--- src/rtl/seven_seg_pkg.sv ---
// rtl/seven_seg_pkg.sv - shared segment table, blank pattern and scan state encoding
package seven_seg_pkg;

    // All segments off, active-low {g,f,e,d,c,b,a}
    localparam logic [6:0] SEG_BLANK = 7'h7F;

    // Active-low {g..a} patterns; index 15 is listed first
    localparam logic [15:0][6:0] HEX_SEG = {
        7'h0E, 7'h06, 7'h21, 7'h46, 7'h03, 7'h08, 7'h10, 7'h00,
        7'h78, 7'h02, 7'h12, 7'h19, 7'h30, 7'h24, 7'h79, 7'h40
    };

    typedef enum logic {
        ST_BLANK = 1'b0,
        ST_SHOW  = 1'b1
    } scan_state_e;

endpackage

--- src/rtl/hex_to_seg7.sv ---
// rtl/hex_to_seg7.sv - combinational hex nibble to active-low seven-segment decode
module hex_to_seg7
    import seven_seg_pkg::*;
(
    input  logic [3:0] nibble,
    output logic [6:0] seg
);

    assign seg = HEX_SEG[nibble];

endmodule

--- src/rtl/seven_seg_scan_driver.sv ---
// rtl/seven_seg_scan_driver.sv - multiplexed common-anode hex display scanner with frame snapshot
module seven_seg_scan_driver
    import seven_seg_pkg::*;
#(
    parameter int NDIG        = 4,
    parameter int ON_TICKS    = 3,
    parameter int BLANK_TICKS = 1
) (
    input  logic              CLK,
    input  logic              RST,
    input  logic              CE,
    input  logic [4*NDIG-1:0] DATA,
    input  logic [NDIG-1:0]   DP,
    input  logic [NDIG-1:0]   EN,
    input  logic              LZB,
    output logic [6:0]        SEG,
    output logic              DPOUT,
    output logic [NDIG-1:0]   AN,
    output logic              FRAME
);

    localparam int IDX_W   = (NDIG > 1) ? $clog2(NDIG) : 1;
    localparam int CNT_MAX = (ON_TICKS > BLANK_TICKS) ? ON_TICKS : BLANK_TICKS;
    localparam int CNT_W   = (CNT_MAX > 1) ? $clog2(CNT_MAX) : 1;

    localparam logic [CNT_W-1:0] ON_LAST    = CNT_W'(ON_TICKS - 1);
    // With no blanking gap the reset BLANK state still lasts one tick
    localparam logic [CNT_W-1:0] BLANK_LAST = CNT_W'((BLANK_TICKS > 0) ? BLANK_TICKS - 1 : 0);
    localparam logic [IDX_W-1:0] IDX_LAST   = IDX_W'(NDIG - 1);

    scan_state_e        state_q, state_d;
    logic [IDX_W-1:0]   idx_q, idx_d;
    logic [CNT_W-1:0]   cnt_q, cnt_d;
    logic [4*NDIG-1:0]  data_sh_q, data_sh_d;
    logic [NDIG-1:0]    dp_sh_q, dp_sh_d;
    logic [NDIG-1:0]    en_sh_q, en_sh_d;
    logic [NDIG-1:0]    an_q, an_d;
    logic [6:0]         seg_q, seg_d;
    logic               dpout_q, dpout_d;
    logic               frame_q, frame_d;

    logic               snap;
    logic [NDIG-1:0]    lz_blank;
    logic               zero_run;
    logic [3:0]         nib_sel;
    logic [6:0]         seg_dec;

    // Scan sequencer: per-digit blank gap then lit slot, advancing only on CE
    always_comb begin
        state_d = state_q;
        idx_d   = idx_q;
        cnt_d   = cnt_q;
        snap    = 1'b0;
        if (CE) begin
            unique case (state_q)
                ST_BLANK: begin
                    if (cnt_q == BLANK_LAST) begin
                        state_d = ST_SHOW;
                        cnt_d   = '0;
                        snap    = (idx_q == '0);
                    end else begin
                        cnt_d = cnt_q + 1'b1;
                    end
                end
                ST_SHOW: begin
                    if (cnt_q == ON_LAST) begin
                        idx_d = (idx_q == IDX_LAST) ? '0 : idx_q + 1'b1;
                        cnt_d = '0;
                        if (BLANK_TICKS > 0) begin
                            state_d = ST_BLANK;
                        end else begin
                            state_d = ST_SHOW;
                            snap    = (idx_d == '0);
                        end
                    end else begin
                        cnt_d = cnt_q + 1'b1;
                    end
                end
                default: begin
                    state_d = ST_BLANK;
                end
            endcase
        end
    end

    // Shadow copy of display inputs, refreshed only as digit 0 lights so a frame never tears
    always_comb begin
        data_sh_d = data_sh_q;
        dp_sh_d   = dp_sh_q;
        en_sh_d   = en_sh_q;
        if (snap) begin
            data_sh_d = DATA;
            dp_sh_d   = DP;
            en_sh_d   = EN;
        end
    end

    // Leading-zero map: digit k qualifies when it and every higher nibble are zero; digit 0 never does
    always_comb begin
        zero_run = 1'b1;
        lz_blank = '0;
        for (int k = NDIG - 1; k >= 1; k--) begin
            zero_run    = zero_run & (data_sh_d[4*k +: 4] == 4'h0);
            lz_blank[k] = zero_run;
        end
    end

    assign nib_sel = data_sh_d[{idx_d, 2'b00} +: 4];

    hex_to_seg7 u_hex_to_seg7 (
        .nibble (nib_sel),
        .seg    (seg_dec)
    );

    // Registered outputs for the state being entered, using post-snapshot shadow data
    always_comb begin
        an_d    = an_q;
        seg_d   = seg_q;
        dpout_d = dpout_q;
        frame_d = 1'b0;
        if (CE) begin
            frame_d = snap;
            an_d    = '1;
            seg_d   = SEG_BLANK;
            dpout_d = 1'b1;
            if (state_d == ST_SHOW && en_sh_d[idx_d]) begin
                an_d[idx_d] = 1'b0;
                seg_d       = (LZB && lz_blank[idx_d]) ? SEG_BLANK : seg_dec;
                dpout_d     = ~dp_sh_d[idx_d];
            end
        end
    end

    // State, shadow and output registers with synchronous reset
    always_ff @(posedge CLK) begin
        if (RST) begin
            state_q   <= ST_BLANK;
            idx_q     <= '0;
            cnt_q     <= '0;
            data_sh_q <= '0;
            dp_sh_q   <= '0;
            en_sh_q   <= '0;
            an_q      <= '1;
            seg_q     <= SEG_BLANK;
            dpout_q   <= 1'b1;
            frame_q   <= 1'b0;
        end else begin
            state_q   <= state_d;
            idx_q     <= idx_d;
            cnt_q     <= cnt_d;
            data_sh_q <= data_sh_d;
            dp_sh_q   <= dp_sh_d;
            en_sh_q   <= en_sh_d;
            an_q      <= an_d;
            seg_q     <= seg_d;
            dpout_q   <= dpout_d;
            frame_q   <= frame_d;
        end
    end

    assign AN    = an_q;
    assign SEG   = seg_q;
    assign DPOUT = dpout_q;
    assign FRAME = frame_q;

endmodule

--- config.mk ---
export PLATFORM = sky130hd
export DESIGN_NAME = seven_seg_scan_driver
export DESIGN_NICKNAME = d
export VERILOG_FILES = /design/src/rtl/seven_seg_pkg.sv /design/src/rtl/hex_to_seg7.sv /design/src/rtl/seven_seg_scan_driver.sv
export SDC_FILE = /design/constraint.sdc
export NUM_CORES = 1
export LEC_CHECK = 0
export ABC_AREA = 1
export CELL_PAD_IN_SITES_DETAIL_PLACEMENT = 0
export CELL_PAD_IN_SITES_GLOBAL_PLACEMENT = 1
export CORE_ASPECT_RATIO = 0.7
export CORE_MARGIN = 8
export CORE_UTILIZATION = 34
export CTS_CLUSTER_DIAMETER = 30
export DETAILED_ROUTE_END_ITERATION = 16
export PLACE_DENSITY = 0.85
export SYNTH_ARGS = -nofsm -noshare
export SYNTH_HDL_FRONTEND = slang
export SYNTH_SLANG_ARGS = --single-unit
--- constraint.sdc ---
create_clock -name CLK -period 2.5 [get_ports CLK]
set_clock_uncertainty 0.1 [all_clocks]
set_input_delay 0.625 -clock CLK [delete_from_list [all_inputs] [get_ports CLK]]
set_output_delay 0.625 -clock CLK [all_outputs]
set_load 0.005 [all_outputs]
==> results of run 1 <==
[what timing repair did]
| action | 4_1_cts | 5_1_grt |
|---|---|---|
| cloned | 0 | 3 |
| pin swaps | 0 | 11 |
| endpoints found under the setup margin | 12 | 8 |
| hold buffers | 0 | 0 |
| buffers inserted | 0 | 7 |
| resized for setup | 7 | 50 |
[through the flow]
stage                     setup WS [ns]  std cells  area (um2)
after floorplan                  0.0711        377        2460
after detailed placement         -0.605        568        3440
final                            0.0843        586        3840
after global placement           -0.568        568        3440
after CTS                     0.0000919        576        3550
after global routing            -0.0810        586        3840
[worst min-delay path, cell delays in order (launching register included)]
cell and delay, ns:
dfxtp_1 0.31, nand2_1 0.07, a21oi_1 0.05
[logic make-up (layout without fill, tap and decap cells)]
group / Yosys count / in the layout
and+or+nand+nor: 237 / 238
buffers and inverters: 43 / 153
DFF: 42 / 42
AOI/OAI and AO/OA: 41 / 41
adders and majority gates: 12 / 12
muxes: 2 / 2
[cell usage after synthesis, drive strengths merged]
master / instances
nor2: 47
a21oi: 25
nand2: 135
o221a: 2
inv: 27
dfxtp: 42
ha: 12
mux2i: 2
nand4: 1
nand3b: 4
o22ai: 1
nor3: 1
o21bai: 1
clkbuf: 8
o21ai: 12
buf: 8
nand3: 49
[power by group through the flow]
stage	clock network, W	logic (W)	registers, W
finish	0.000466	0.000820	0.000743
floorplan	0	0.000361	0.000754
detailed placement	0	0.000685	0.000758
global route	0.000516	0.000895	0.000749
global placement	0	0.000676	0.000756
CTS	0.000480	0.000693	0.000742
[layout make-up]
class	instances	share of cell area, %
inverters	27	2.77
clock inverters	1	0.130
flip-flops and latches	42	22.1
clock buffers	7	2.25
repair buffers	118	27.6
multi-input cells	293	41.9
well taps	98	3.20
[worst min path at each step]
stage / startpoint / end / slack, ns / cells after the start
floorplan: data_sh_q[1] / data_sh_q[1] / 0.35 / 2
global placement: SEG[2] / SEG[2] / 0.35 / 2
detailed placement: SEG[4] / SEG[4] / 0.35 / 2
CTS: SEG[4] / SEG[4] / 0.37 / 2
global route: en_sh_q[2] / en_sh_q[2] / 0.39 / 2
finish: en_sh_q[2] / en_sh_q[2] / 0.37 / 2
[per-layer routing]
| metal | global-route usage (%) | part of all wire (%) | up-vias |
|---|---|---|---|
| li1 | - | - | 1436 |
| met5 | 0 | 0 | - |
| met4 | 3.94 | 0.71 | 0 |
| met1 | 19.3 | 52 | 1267 |
| met3 | 3.37 | 5.6 | 5 |
| met2 | 22.5 | 42 | 71 |
[state kept, by name (all words and copies together), names as in the netlist]
| name | count |
|---|---|
| AN | 4 |
| DPOUT | 1 |
| FRAME | 1 |
| SEG | 7 |
| cnt_q | 2 |
| data_sh_q | 16 |
| dp_sh_q | 4 |
| en_sh_q | 4 |
| idx_q | 2 |
| state_q | 1 |
==> flow_summary.yaml, run 1 <==
setup_path:
  crit_start: "CE"
  worstSetupEndpointType: "flop"
  worstPathRequired_ns: 2.60
  cp_max_fo: 17
  reg2reg_setup_slack_ns: 0.10
  cp_cell_sequence: "clkbuf_2 -> inv_2 -> nor2_4 -> buf_12 -> nand3_2 -> nand2_2 -> inv_2 -> nand2_2 -> nand2_2 -> nor2_4 -> nor2_4 -> buf_4 -> ha_1 -> inv_1 -> nand2_1 -> nand3_1 -> nand3_1 -> nand2_1 -> nand2_1"
  slowest_stage: "nor2_4"
  r2r_start: "cnt_q[1]"
  crit_type: "in -> reg"
  start_kind: "input port"
  endpoint: "SEG[0]"
  reg2reg_depth: 20
  cp.depth: 19
  cp.arrival_ns: 2.52
  r2r-end: "SEG[0]"
  slowest_delay_ns: 0.23
  crit_buf_inv: 6
  cp_top_family: "simple AND/OR/NAND/NOR gates"
grt:
  overflow: 0
  grt_pass1_vias: 2608
  grt_max_degree: 43
  antenna_found_initial: 0
  grtUsageTotal_pct: 14.4
  grt_pass1_wl_um: 12200
place:
  port_buffers: 40
  routabilityCongestion: 0.947
  hpwl_um: 5580
synth:
  yosys-top-cells-area: "dfxtp_1 34%, nand2_1 20%, nand3_1 9.8%"
  ys_seq_area_share_pct: 34.2
  synth_fa_ha_area_share_pct: 6.11
  synth-simple-area-share_pct: 41.4
  synth-compound-area-share_pct: 9.63
  synth_xor_xnor_area_share_pct: 0
  synth_area_leader_cell: "dfxtp_1"
  synth_mux_area_share_pct: 0.815
  synth_top_area_share_pct: 34.2
  synth_top_family_by_area: "simple AND/OR/NAND/NOR gates"
  ys_ff_latch: 42
  syn-cell-area_mm2: 0.00246
  synthDistinctLibCells: 28
  syn_area_per_cell_um2: 6.51
  ys_warn_count: 0
  syn_nets: 417
  synthCells: 377
clock_tree:
  cts_tree: "yes"
  htree_levels: 2
  root_buffer: "clkbuf_8"
  cts-buffers-inserted: 5
  clock_sinks: 42
  clk_latency_ns: 0.30
  clk_pin_slew_worst_paths_ns: 0.08
  cts.path.max_buffers: 2
power_and_ir_drop:
  finalPower_w: 0.00203
  clockPowerShare_pct: 23.0
  switchingPower_w: 0.000687
  leakagePower_nw: 1.82
  combPwrFrac_pct: 40.4
  p_seq_share_pct: 36.6
  intPower_w: 0.00134
  power_density_mw_per_mm2: 529
  ir_drop_uv: 232
  swShare_pct: 33.8
sta:
  finalSetupViolCount: 0
  max_freq_ghz: 0.414
  relSlewSlack_pct: 76.7
  timing.final.crit_share_pct: 96.6
  setup_tns_ns: 0
  rsz0062_at_grt: "yes"
  slew_viol_final: 0
  fin_crit_ns: 2.42
  hold_violations: 0
  hold_slack_ns: 0.370
  worst_slew_pin_slew_ns: 0.349
finish:
  final_core_util_pct: 53.6
  nNetsFinal: 527
  syn2layout_area_growth_pct: 56.2
  final_common_cell: "nand2_1"
  seqCellArea_um2: 848
  drive_gt1_share_pct: 30.9
  diodes: 0
  fill_cells: 705
  final_cell_mix: "118 x nand2_1, 71 x buf_4, 40 x nand3_1, 39 x clkdlybuf4s50_1, 38 x dfxtp_1"
  multi_input_area_mm2: 0.00161
detailed_routing:
  via_per_inst: 4.74
  initialDrtViolationCount: 132
  wl_per_cell_um: 13.4
  first_pass_iters: 4
  wirelength_um: 7850
  num_vias: 2779
  drc: 0
  ant_nets: 0
floorplanning:
  core_mm2: 0.00716
  die_area_mm2: 0.0102
  start_util_pct: 34.3
  die_width_um: 118
  io-pin-count: 41
  num_rows: 26
  die_height_um: 87.1
job:
  maxCapViolations: 0
run_status:
  status: "finished clean"
worst_hold_path:
  hold_path_class: "reg -> reg"
No activity file was read; power rests on OpenSTA's default activity.
==> inputs of run 2 (changes only) <==
- CORE_MARGIN: 8 -> default
==> run 2 against run 1 <==
Against the previous run:
- sequential share of layout area increased by 1.1 points
- setup slack better by 0.0091 ns
- via count down 2.6%
- first-iteration DRC count increased by 16%
- combinational power decreased by 6.7%
- clock power shrank 2%
- sequential power is essentially flat
- largest power group unchanged
==> flow_summary.yaml, run 2 (synthesis results as in run 1) <==
finish:
  syn2layout_area_growth_pct: 49.5
  fill_cells: 683
  stdcell_count: 568
  final_common_cell: "nand2_1"
  seqCellArea_um2: 851
  fin_area_mm2: 0.00367
  drive_gt1_share_pct: 25.9
  multi_input_area_mm2: 0.00155
  regMostFlops: "data_sh_q"
  diodes: 0
  final_core_util_pct: 53.3
  nNetsFinal: 513
  largest_reg_flops: 16
  final_cell_mix: "123 x nand2_1, 60 x buf_4, 47 x nand3_1, 39 x clkdlybuf4s50_1, 38 x dfxtp_1"
detailed_routing:
  wirelength_um: 7440
  via_per_inst: 4.76
  first_pass_iters: 4
  initialDrtViolationCount: 153
  drc: 0
  num_vias: 2706
  ant_nets: 0
  wl_per_cell_um: 13.1
setup_path:
  cp_max_fo: 6
  reg2reg_depth: 19
  crit_start: "cnt_q[1]"
  crit_type: "reg -> reg"
  worstPathRequired_ns: 2.59
  start_kind: "flop"
  worstSetupEndpointType: "flop"
  r2r_start: "cnt_q[1]"
  cp.arrival_ns: 2.49
sta:
  worst_slew_pin_slew_ns: 0.246
  hold_slack_ns: 0.371
  relSlewSlack_pct: 83.1
  finalSetupViolCount: 0
  hold_violations: 0
  setup_tns_ns: 0
  max_freq_ghz: 0.416
  fin_crit_ns: 2.41
  slew_viol_final: 0
  timing.final.crit_share_pct: 96.3
job:
  maxCapViolations: 0
clock_tree:
  cts-buffers-inserted: 5
  clk_pin_slew_worst_paths_ns: 0.08
  cts.path.max_buffers: 2
  cts_tree: "yes"
  clk_latency_ns: 0.29
  cts_hold_buf: 0
  root_buffer: "clkbuf_8"
  clock_sinks: 42
  htree_levels: 2
worst_hold_path:
  hp-start: "SEG[0]"
  hold_depth: 2
  hold_path_class: "reg -> reg"
floorplanning:
  io-pin-count: 41
  start_util_pct: 35.7
  num_rows: 25
  die_width_um: 104
  die_area_mm2: 0.00757
  core_mm2: 0.00688
  die_height_um: 73.1
place:
  placedCellCount: 552
  port_buffers: 40
  placed_area_mm2: 0.00335
  hpwl_um: 5360
  routabilityCongestion: 0.891
power_and_ir_drop:
  power_density_mw_per_mm2: 535
  ir_drop_uv: 246
  leakagePower_nw: 1.75
grt:
  antenna_found_initial: 0
  grt_pass1_vias: 2413
  grt_pass1_wl_um: 11700
  grt_max_degree: 43
  grtUsageTotal_pct: 19.5
  overflow: 0
run_status:
  status: "finished clean"
[run 2: repair_timing]
item,4_1_cts,5_1_grt
cloned,0,2
buffers inserted,0,6
setup endpoints to repair,8,7
pin swaps,1,4
resized for setup,17,28
[run 2: path summary, 6_finish.rpt]
kind | to | slack (ns)
worst min register to register | SEG[0] | 0.37
worst min-delay path | SEG[0] | 0.37
worst max register to register | SEG[1] | 0.09
worst max-delay path | SEG[1] | 0.09
[run 2: per-stage QoR]
stage                     worst slack [ns]  power [W]
final                               0.0934    0.00196
after global routing               -0.0448    0.00210
after CTS                          0.00940    0.00189
after detailed placement            -0.673    0.00142
after global placement              -0.645    0.00141
after floorplan                     0.0711    0.00112
[run 2: report_power, final]
group          switching (W)  leakage, nW  internal, W
clock network       0.000232       0.0482     0.000223
registers          0.0000241        0.347     0.000720
logic               0.000397         1.35     0.000368
total               0.000653         1.75      0.00131
[run 2: critical path, stage by stage (launching register included)]
cell	delay, ns
dfxtp_4	0.37
inv_4	0.07
ha_2	0.18
nand2_2	0.08
inv_6	0.11
buf_12	0.13
nand3_1	0.08
nand2_2	0.08
inv_2	0.04
nand2_1	0.09
nand2_2	0.10
nor2_4	0.13
nor2_4	0.05
ha_1	0.27
nand2_1	0.10
nor2_1	0.05
nor2_1	0.10
nand2_1	0.06
nand2_1	0.06
nand2_1	0.04
[run 2: layout make-up]
class / instances / area share (%)
multi-input cells: 292 / 42.1
repair buffers: 105 / 26.0
flip-flops and latches: 42 / 23.2
well taps: 94 / 3.20
inverters: 27 / 2.97
clock buffers: 7 / 2.35
clock inverters: 1 / 0.136
[run 2: routing by layer]
metal | vias to the layer above | GRT usage [%] | share of wire [%]
met3 | 2 | 3.30 | 5.4
met1 | 1239 | 28.4 | 52
li1 | 1395 | - | -
met2 | 70 | 29.9 | 42
met4 | 0 | 4.51 | 0.23
met5 | - | 0 | 0
